<file path="src/rtl/debounce_pkg.sv">
// Shared types for the start-button conditioning path.
// Holds the debounce FSM encoding and the default stability window.
package debounce_pkg;

  typedef enum logic [1:0] {
    IDLE       = 2'd0,
    DB_PRESS   = 2'd1,
    HELD       = 2'd2,
    DB_RELEASE = 2'd3
  } db_state_e;

  // 10 ms at 50 MHz
  localparam int DEBOUNCE_CYCLES_DEFAULT = 500000;

endpackage

</file>
<file path="src/rtl/sync_2ff.sv">
// Generic two-flop synchroniser for one asynchronous input; latency 2 clk edges.
// Async active-low clear loads RESET_VAL so the output idles at a chosen level.
module sync_2ff #(
  parameter logic RESET_VAL = 1'b0
) (
  input  logic clk,
  input  logic reset,
  input  logic d,
  output logic q
);

  logic s1;

  always_ff @(posedge clk or negedge reset) begin
    if (!reset) begin
      s1 <= RESET_VAL;
      q  <= RESET_VAL;
    end else begin
      s1 <= d;
      q  <= s1;
    end
  end

endmodule

</file>
<file path="src/rtl/start_debouncer.sv">
// Synchronises and debounces the raw start button; one-cycle start pulse per accepted press.
// Press accepted DEBOUNCE_CYCLES+2 edges after first sample; all outputs registered, no backpressure.
module start_debouncer
  import debounce_pkg::*;
#(
  parameter int DEBOUNCE_CYCLES = DEBOUNCE_CYCLES_DEFAULT,
  parameter bit BTN_ACTIVE_LOW  = 1'b0
) (
  input  logic clk,
  input  logic reset,
  input  logic btn_in,
  output logic start,
  output logic btn_level,
  output logic busy
);

  localparam int              CNT_W    = $clog2(DEBOUNCE_CYCLES);
  localparam logic [CNT_W-1:0] CNT_LAST = CNT_W'(DEBOUNCE_CYCLES - 1);

  generate
    if (DEBOUNCE_CYCLES < 2) begin : g_param_check
      $error("start_debouncer: DEBOUNCE_CYCLES must be >= 2");
    end
  endgenerate

  logic             btn_s2;
  logic             btn_sync;
  db_state_e        state, state_nxt;
  logic [CNT_W-1:0] cnt, cnt_nxt;
  logic             start_nxt, level_nxt, busy_nxt;

  // Clearing to the inactive level keeps btn_sync low through reset for either polarity.
  sync_2ff #(
    .RESET_VAL (BTN_ACTIVE_LOW)
  ) u_sync (
    .clk   (clk),
    .reset (reset),
    .d     (btn_in),
    .q     (btn_s2)
  );

  assign btn_sync = btn_s2 ^ BTN_ACTIVE_LOW;

  always_ff @(posedge clk or negedge reset) begin
    if (!reset) begin
      state     <= IDLE;
      cnt       <= '0;
      start     <= 1'b0;
      btn_level <= 1'b0;
      busy      <= 1'b0;
    end else begin
      state     <= state_nxt;
      cnt       <= cnt_nxt;
      start     <= start_nxt;
      btn_level <= level_nxt;
      busy      <= busy_nxt;
    end
  end

  // The terminal compare ends each window, so the counter never needs to wrap.
  always_comb begin
    state_nxt = state;
    cnt_nxt   = cnt;
    case (state)
      IDLE: begin
        if (btn_sync) begin
          state_nxt = DB_PRESS;
          cnt_nxt   = '0;
        end
      end
      DB_PRESS: begin
        if (!btn_sync) begin
          state_nxt = IDLE;
          cnt_nxt   = '0;
        end else if (cnt == CNT_LAST) begin
          state_nxt = HELD;
          cnt_nxt   = '0;
        end else begin
          cnt_nxt = cnt + CNT_W'(1);
        end
      end
      HELD: begin
        if (!btn_sync) begin
          state_nxt = DB_RELEASE;
          cnt_nxt   = '0;
        end
      end
      DB_RELEASE: begin
        if (btn_sync) begin
          state_nxt = HELD;
          cnt_nxt   = '0;
        end else if (cnt == CNT_LAST) begin
          state_nxt = IDLE;
          cnt_nxt   = '0;
        end else begin
          cnt_nxt = cnt + CNT_W'(1);
        end
      end
      default: begin
        state_nxt = IDLE;
        cnt_nxt   = '0;
      end
    endcase
  end

  // Outputs are precomputed from the transition so they register on the same edge.
  always_comb begin
    start_nxt = (state == DB_PRESS) && (state_nxt == HELD);
    level_nxt = (state_nxt == HELD) || (state_nxt == DB_RELEASE);
    busy_nxt  = (state_nxt == DB_PRESS) || (state_nxt == DB_RELEASE);
  end

endmodule

</file>
<file path="config.mk">
export PLATFORM = sky130hd
export DESIGN_NAME = start_debouncer
export DESIGN_NICKNAME = d
export VERILOG_FILES = /design/src/rtl/debounce_pkg.sv /design/src/rtl/sync_2ff.sv /design/src/rtl/start_debouncer.sv
export SDC_FILE = /design/constraint.sdc
export NUM_CORES = 1
export LEC_CHECK = 0
export CORE_ASPECT_RATIO = 0.75
export CORE_MARGIN = 5
export CORE_UTILIZATION = 47
export DETAILED_ROUTE_END_ITERATION = 16
export PLACE_DENSITY_LB_ADDON = 0.05
export SETUP_SLACK_MARGIN = 0.1
export SKIP_LAST_GASP = 1
export SLEW_MARGIN = 30
export SYNTH_ARGS = -nofsm -noshare
export SYNTH_HDL_FRONTEND = slang
export SYNTH_SLANG_ARGS = --single-unit
</file>
<file path="constraint.sdc">
create_clock -name clk -period 2.4 [get_ports clk]
set_clock_uncertainty 0.15 [all_clocks]
set_input_delay 0.48 -clock clk [delete_from_list [all_inputs] [get_ports clk]]
set_output_delay 0.48 -clock clk [all_outputs]
set_load 0.1 [all_outputs]
</file>
Yosys cells after proc, flatten, opt, wreduce, memory -nomap -nowiden
Cells that the tools add are included.
{"block": "totals", "ff_bits": 26, "ramBits": 0, "latchBits": 0, "word_cells": 35, "memories": 0, "output_inout_bits": 3, "romBits": 0, "input_bits": 3}
{"block": "classes", "muxes": 13, "multipliers": 0, "n_eq_ne": 9, "n_shift": 0, "magnitude_cmp": 0, "div": 0, "addsub": 1, "bitwise_logic": 0, "reduce_logical": 5}
{"cell": "19-bit two-way mux", "count": 5}
{"cell": "19-bit one-hot mux with 4 select lines", "count": 1}
{"cell": "19-bit by 1-bit adder with 19-bit output (second input constant)", "count": 1}
{"cell": "19-bit == test (second input constant)", "count": 1}
{"cell": "2-bit two-way mux", "count": 6}
{"cell": "2-bit == test (second input constant)", "count": 4}
{"cell": "2-bit one-hot mux with 4 select lines", "count": 1}
{"cell": "2-bit by 1-bit == test with 1-bit output (second input constant)", "count": 2}
{"cell": "2-bit zero test", "count": 1}
{"cell": "1-bit logical OR", "count": 2}
{"cell": "2-bit by 1-bit != test with 1-bit output (second input constant)", "count": 1}
{"cell": "2-bit != test (second input constant)", "count": 1}
{"cell": "2-bit AND reduction", "count": 1}
{"cell": "1-bit logical AND", "count": 1}

Logic depth before layout (Yosys ltp)
{"block": "depth", "word_depth": 6, "depth_mapped": 7, "ltp_nobuf": 6}

Cells and area by module
A second synthesis with hierarchy kept.
{"block": "unflattened", "hier_cells": 140, "hier_area_um2": 1350.0}
{"mod": "start_debouncer", "cells_per_inst": 138, "seq_area_each_um2": 575.6, "n_inst": 1, "area_per_inst_um2": 1300.0}
{"mod": "sync_2ff", "cells_per_inst": 2, "seq_area_each_um2": 50.0, "n_inst": 1, "area_per_inst_um2": 50.0}

Worst setup path before layout
No wires, ideal clock.
{"block": "synth_path", "path_kind": "flip-flop to flip-flop", "start": "register busy (netlist name)", "end": "register cnt[5]", "setup_ps": 69, "path_stages_with_launch": 5, "synth_period_minus_slack_ps": 2241, "n_path_buf": 0, "t_arrival_ps": 2022, "path_slack_ps": 159, "path_cell_list": "dfrtp_1 -> nand2_1 -> a31o_4 -> or3_1 -> nand3_1"}
{"item": "end signal, assigned", "line_no": "start_debouncer.sv:53", "text": "cnt <= cnt_nxt;"}
{"item": "end, declared", "line_no": "start_debouncer.sv:29", "text": "logic [CNT_W-1:0] cnt, cnt_nxt;"}

Worst setup path in the final report
{"block": "layout_path", "start": "register cnt[7]", "end": "register cnt[7]"}
{"block": "layout_via", "elab_chain_len": 4, "word_cells_on_any_way": 6, "classes_between": "1 x add/sub; 1 x eq/ne; 4 x mux"}
{"item": "19-bit by 1-bit adder with 19-bit output / 19-bit == test (equally long branches)"}
{"item": "19-bit two-way mux *", "line_no": "start_debouncer.sv:75, start_debouncer.sv:92"}
{"item": "19-bit two-way mux, on equally long branches", "line_no": "start_debouncer.sv:89, start_debouncer.sv:72"}
{"item": "19-bit one-hot mux with 4 select lines *", "line_no": "start_debouncer.sv:64", "text": "case (state)"}
Every way passes the cells marked *; elsewhere a longest branch is shown, timed or not.
A chain may end at the register's enable or synchronous reset.

==> impl_metrics.csv <==
group,metric,value,unit
pwr,cellLeakagePower,0.695,nW
clock_network,cts_setup_buffers,0,
clock_network,clock-root-buffer,"clkbuf_8",
status,outcome,"complete, no violations",
yosys,ys_ff_latch,25,
critical_path,crit_arrival,2.13,ns
clock_network,cts_hold_buf,0,
yosys,synth.distinct_cells,42,
yosys,synthesis.area,1350,µm²
hold_path,hold_class,"register to register",
critical_path,endpoint_kind,"register",
flow_run,drv_cap,0,
critical_path,path_class,"register to register",
sta,slew_headroom,76.5,%
critical_path,reg2reg_depth,5,
yosys,yosysSeqAreaShare,46.3,%
hold_path,min_to,"u_sync.q$_DFF_PN0_",
route,viasPerCell,5.69,
route,dr_total_vias,1053,
yosys,synth_area_per_cell,9.64,µm²
grt,grt_max_degree,26,
sta,fin_setup_tns,0,ns
clock_network,h-tree-depth,1,
route,post-route-drc-count,0,
route,drt_wl_total,2.77,mm
layout,antenna-diode-count,0,
sta,rsz0062_at_grt,"false",
route,drtIter0Drc,55,
critical_path,critPathLaunchType,"register",
clock_network,clk_latency,0.26,ns
layout,nFillCells,257,
sta,report.final.hold_viol_count,0,
layout,final_common_cell,"dfrtp_1",
critical_path,path_max_fanout,17,
sta,fin_crit_sh,88.3,%
yosys,syn_inst,140,
clock_network,cts_tree,"done",
sta,finalSetupViolCount,0,
pwr,ir_drop,0.303,mV
layout,multi_input_area,691,µm²
layout,ff_latch_area,626,µm²
critical_path,reg2reg_setup_slack,0.28,ns
clock_network,path_clk_slew,0.08,ns
hold_path,hold_start,"u_sync.s1$_DFF_PN0_",
clock_network,cts-resized-gates,0,
place,dpl.hpwl,2.05,mm
place,io_buffers,5,
hold_path,worst_hold_path.num_cells,0,
place,dpl_worst_slack,0.293,ns
floorplan,die_w,71.9,µm
critical_path,regToRegStartpoint,"cnt[7]$_DFFE_PN0P_",
yosys,yosysWarnings,0,
layout,final_cell_mix,"dfrtp_1 (25), nand2_1 (20), nand3_1 (12), o21ai_0 (12), nor2_1 (8)",
clock_network,cts.sinks,25,
layout,final_net_count,154,
clock_network,cts_buffers,3,
clock_network,clock_path_buffers,2,
critical_path,r2r-end,"cnt[7]$_DFFE_PN0P_",
pwr,power.density,489,nW/µm²
sta,fmax,472,MHz
route,drt-pass1-iter-count,4,
route,ant_nets,0,
sta,final_max_slew_viol_count,0,
floorplan,die_area,4060,µm²
grt,antenna_found_initial,0,
route,wl_per_cell,15.0,µm
grt,grt_pass1_wl,5.06,mm
floorplan,fp.dieH,56.4,µm
grt,grt_overflow,0,
floorplan,core_area,2680,µm²
grt,grt_pass1_vias,1058,
sta,tightest_slew,0.351,ns
layout,final_layout_size_suffix_gt1_share,15.4,%
yosys,syn_nets,144,
place,place.gp.congestion,0.815,
critical_path,required,2.41,ns
sta,fin_crit,2.12,ns
floorplan,placement_rows,16,
sta,setup_ws,0.280,ns
floorplan,ioPinCount,6,
floorplan,start_util,50.3,%
grt,grtUsageTotal,15.6,%
layout,area.growth.synth_to_final,9.92,%
==> logic make-up (layout without fill, tap and decap cells) <==
logic type	after synthesis	count (layout)	share of synthesized area, %
muxes	2	2	1.67
AOI/OAI and AO/OA	27	27	13.6
DFF	25	25	46.3
and+or+nand+nor	76	76	32.3
buffers and inverters	5	14	2.50
adders and majority gates	1	1	0.927
xor gates and xnor gates	4	4	2.60
==> sequential cells by signal (all words and copies together), names as in the netlist <==
name and flops:
state 1, btn_level 1, u_sync.q 1, busy 1, cnt 19, u_sync.s1 1
start 1
==> power breakdown <==
group          switching, mW  internal, mW  leakage (nW)
Sequential           0.00571         0.426         0.341
Combinational         0.0359        0.0157         0.328
Clock                  0.126         0.116        0.0255
Total                  0.167         0.558         0.695
==> through the flow <==
step | instances | hold WS [ns] | cell area (µm²) | total power [mW] | utilization [%]
3_5_place_dp | 181 | 0.187 | 1440 | 0.493 | 53.6
4_1_cts | 185 | 0.208 | 1480 | 0.736 | 55.3
2_1_floorplan | 140 | 0.0344 | 1350 | 0.469 | -
5_1_grt | 185 | 0.217 | 1480 | 0.763 | 55.3
3_3_place_gp | 181 | 0.183 | 1440 | 0.491 | 53.6
6_report | 185 | 0.204 | 1480 | 0.725 | 55.3
==> area by class of cell <==
cell class | count | area share (%)
Multi-Input combinational cell | 110 | 46.5
Tap cell | 36 | 3.04
Inverter | 1 | 0.253
Sequential cell | 25 | 42.2
Clock buffer | 3 | 2.78
Timing Repair Buffer | 9 | 4.89
Clock inverter | 1 | 0.337
==> how the worst max path moves through the flow <==
stage                       startpoint  slack [ns]  cells after the start            endpoint
global route        cnt[7]$_DFFE_PN0P_        0.17                      5  cnt[7]$_DFFE_PN0P_
finish              cnt[7]$_DFFE_PN0P_        0.28                      5  cnt[7]$_DFFE_PN0P_
floorplan               busy$_DFF_PN0_        0.16                      4  cnt[5]$_DFFE_PN0P_
detailed placement  cnt[7]$_DFFE_PN0P_        0.29                      5  cnt[7]$_DFFE_PN0P_
global placement    cnt[7]$_DFFE_PN0P_        0.34                      5  cnt[7]$_DFFE_PN0P_
CTS                 cnt[7]$_DFFE_PN0P_        0.28                      5  cnt[7]$_DFFE_PN0P_
==> Yosys cell counts <==
cell | instances | area (µm²)
and4_1 | 1 | 8.76
o21ai_0 | 12 | 60.1
and2_1 | 3 | 18.8
o31ai_1 | 2 | 15.0
nor3b_2 | 1 | 12.5
nand4_1 | 5 | 31.3
and4_2 | 1 | 10.0
nor4_1 | 1 | 6.26
a221o_1 | 1 | 10.0
a21oi_1 | 1 | 5.00
xnor2_1 | 1 | 8.76
o2bb2ai_1 | 1 | 8.76
or3_1 | 3 | 18.8
nand2_1 | 20 | 75.1
or2_2 | 1 | 6.26
a31o_4 | 1 | 17.5
o21ai_1 | 1 | 5.00
nor3_4 | 1 | 16.3
a21o_2 | 1 | 8.76
a21o_1 | 4 | 30.0
or4b_4 | 1 | 13.8
a32oi_1 | 1 | 8.76
and4bb_2 | 1 | 12.5
and3_2 | 1 | 7.51
a31oi_1 | 1 | 6.26
inv_1 | 1 | 3.75
mux2_2 | 2 | 22.5
nand4b_1 | 1 | 8.76
nor2_1 | 8 | 30.0
dfrtp_1 | 25 | 626
xor2_1 | 3 | 26.3
ha_1 | 1 | 12.5
and2_0 | 1 | 6.26
a41oi_1 | 1 | 8.76
buf_6 | 2 | 22.5
nor3_1 | 1 | 5.00
nand3_1 | 12 | 60.1
and2_2 | 1 | 7.51
and3_1 | 6 | 37.5
nor3b_1 | 5 | 37.5
nand2b_1 | 1 | 6.26
clkbuf_1 | 2 | 7.51
==> worst max-delay path, cell delays in order, from the launching register on <==
cell and delay (ns):
dfrtp_1 0.47, or4b_4 0.58, nor3_4 0.19, a31o_4 0.29, o21ai_0 0.13, a21o_2 0.21
==> per-layer routing <==
layer | track usage, % | wire length (µm) | vias up
met4 | 2.14 | 0 | 0
met1 | 22.8 | 1350 | 496
met2 | 23.8 | 1260 | 24
li1 | - | - | 533
met3 | 3.92 | 160 | 0
met5 | 0 | 0 | -
No activity file was read; power rests on OpenSTA's default activity.
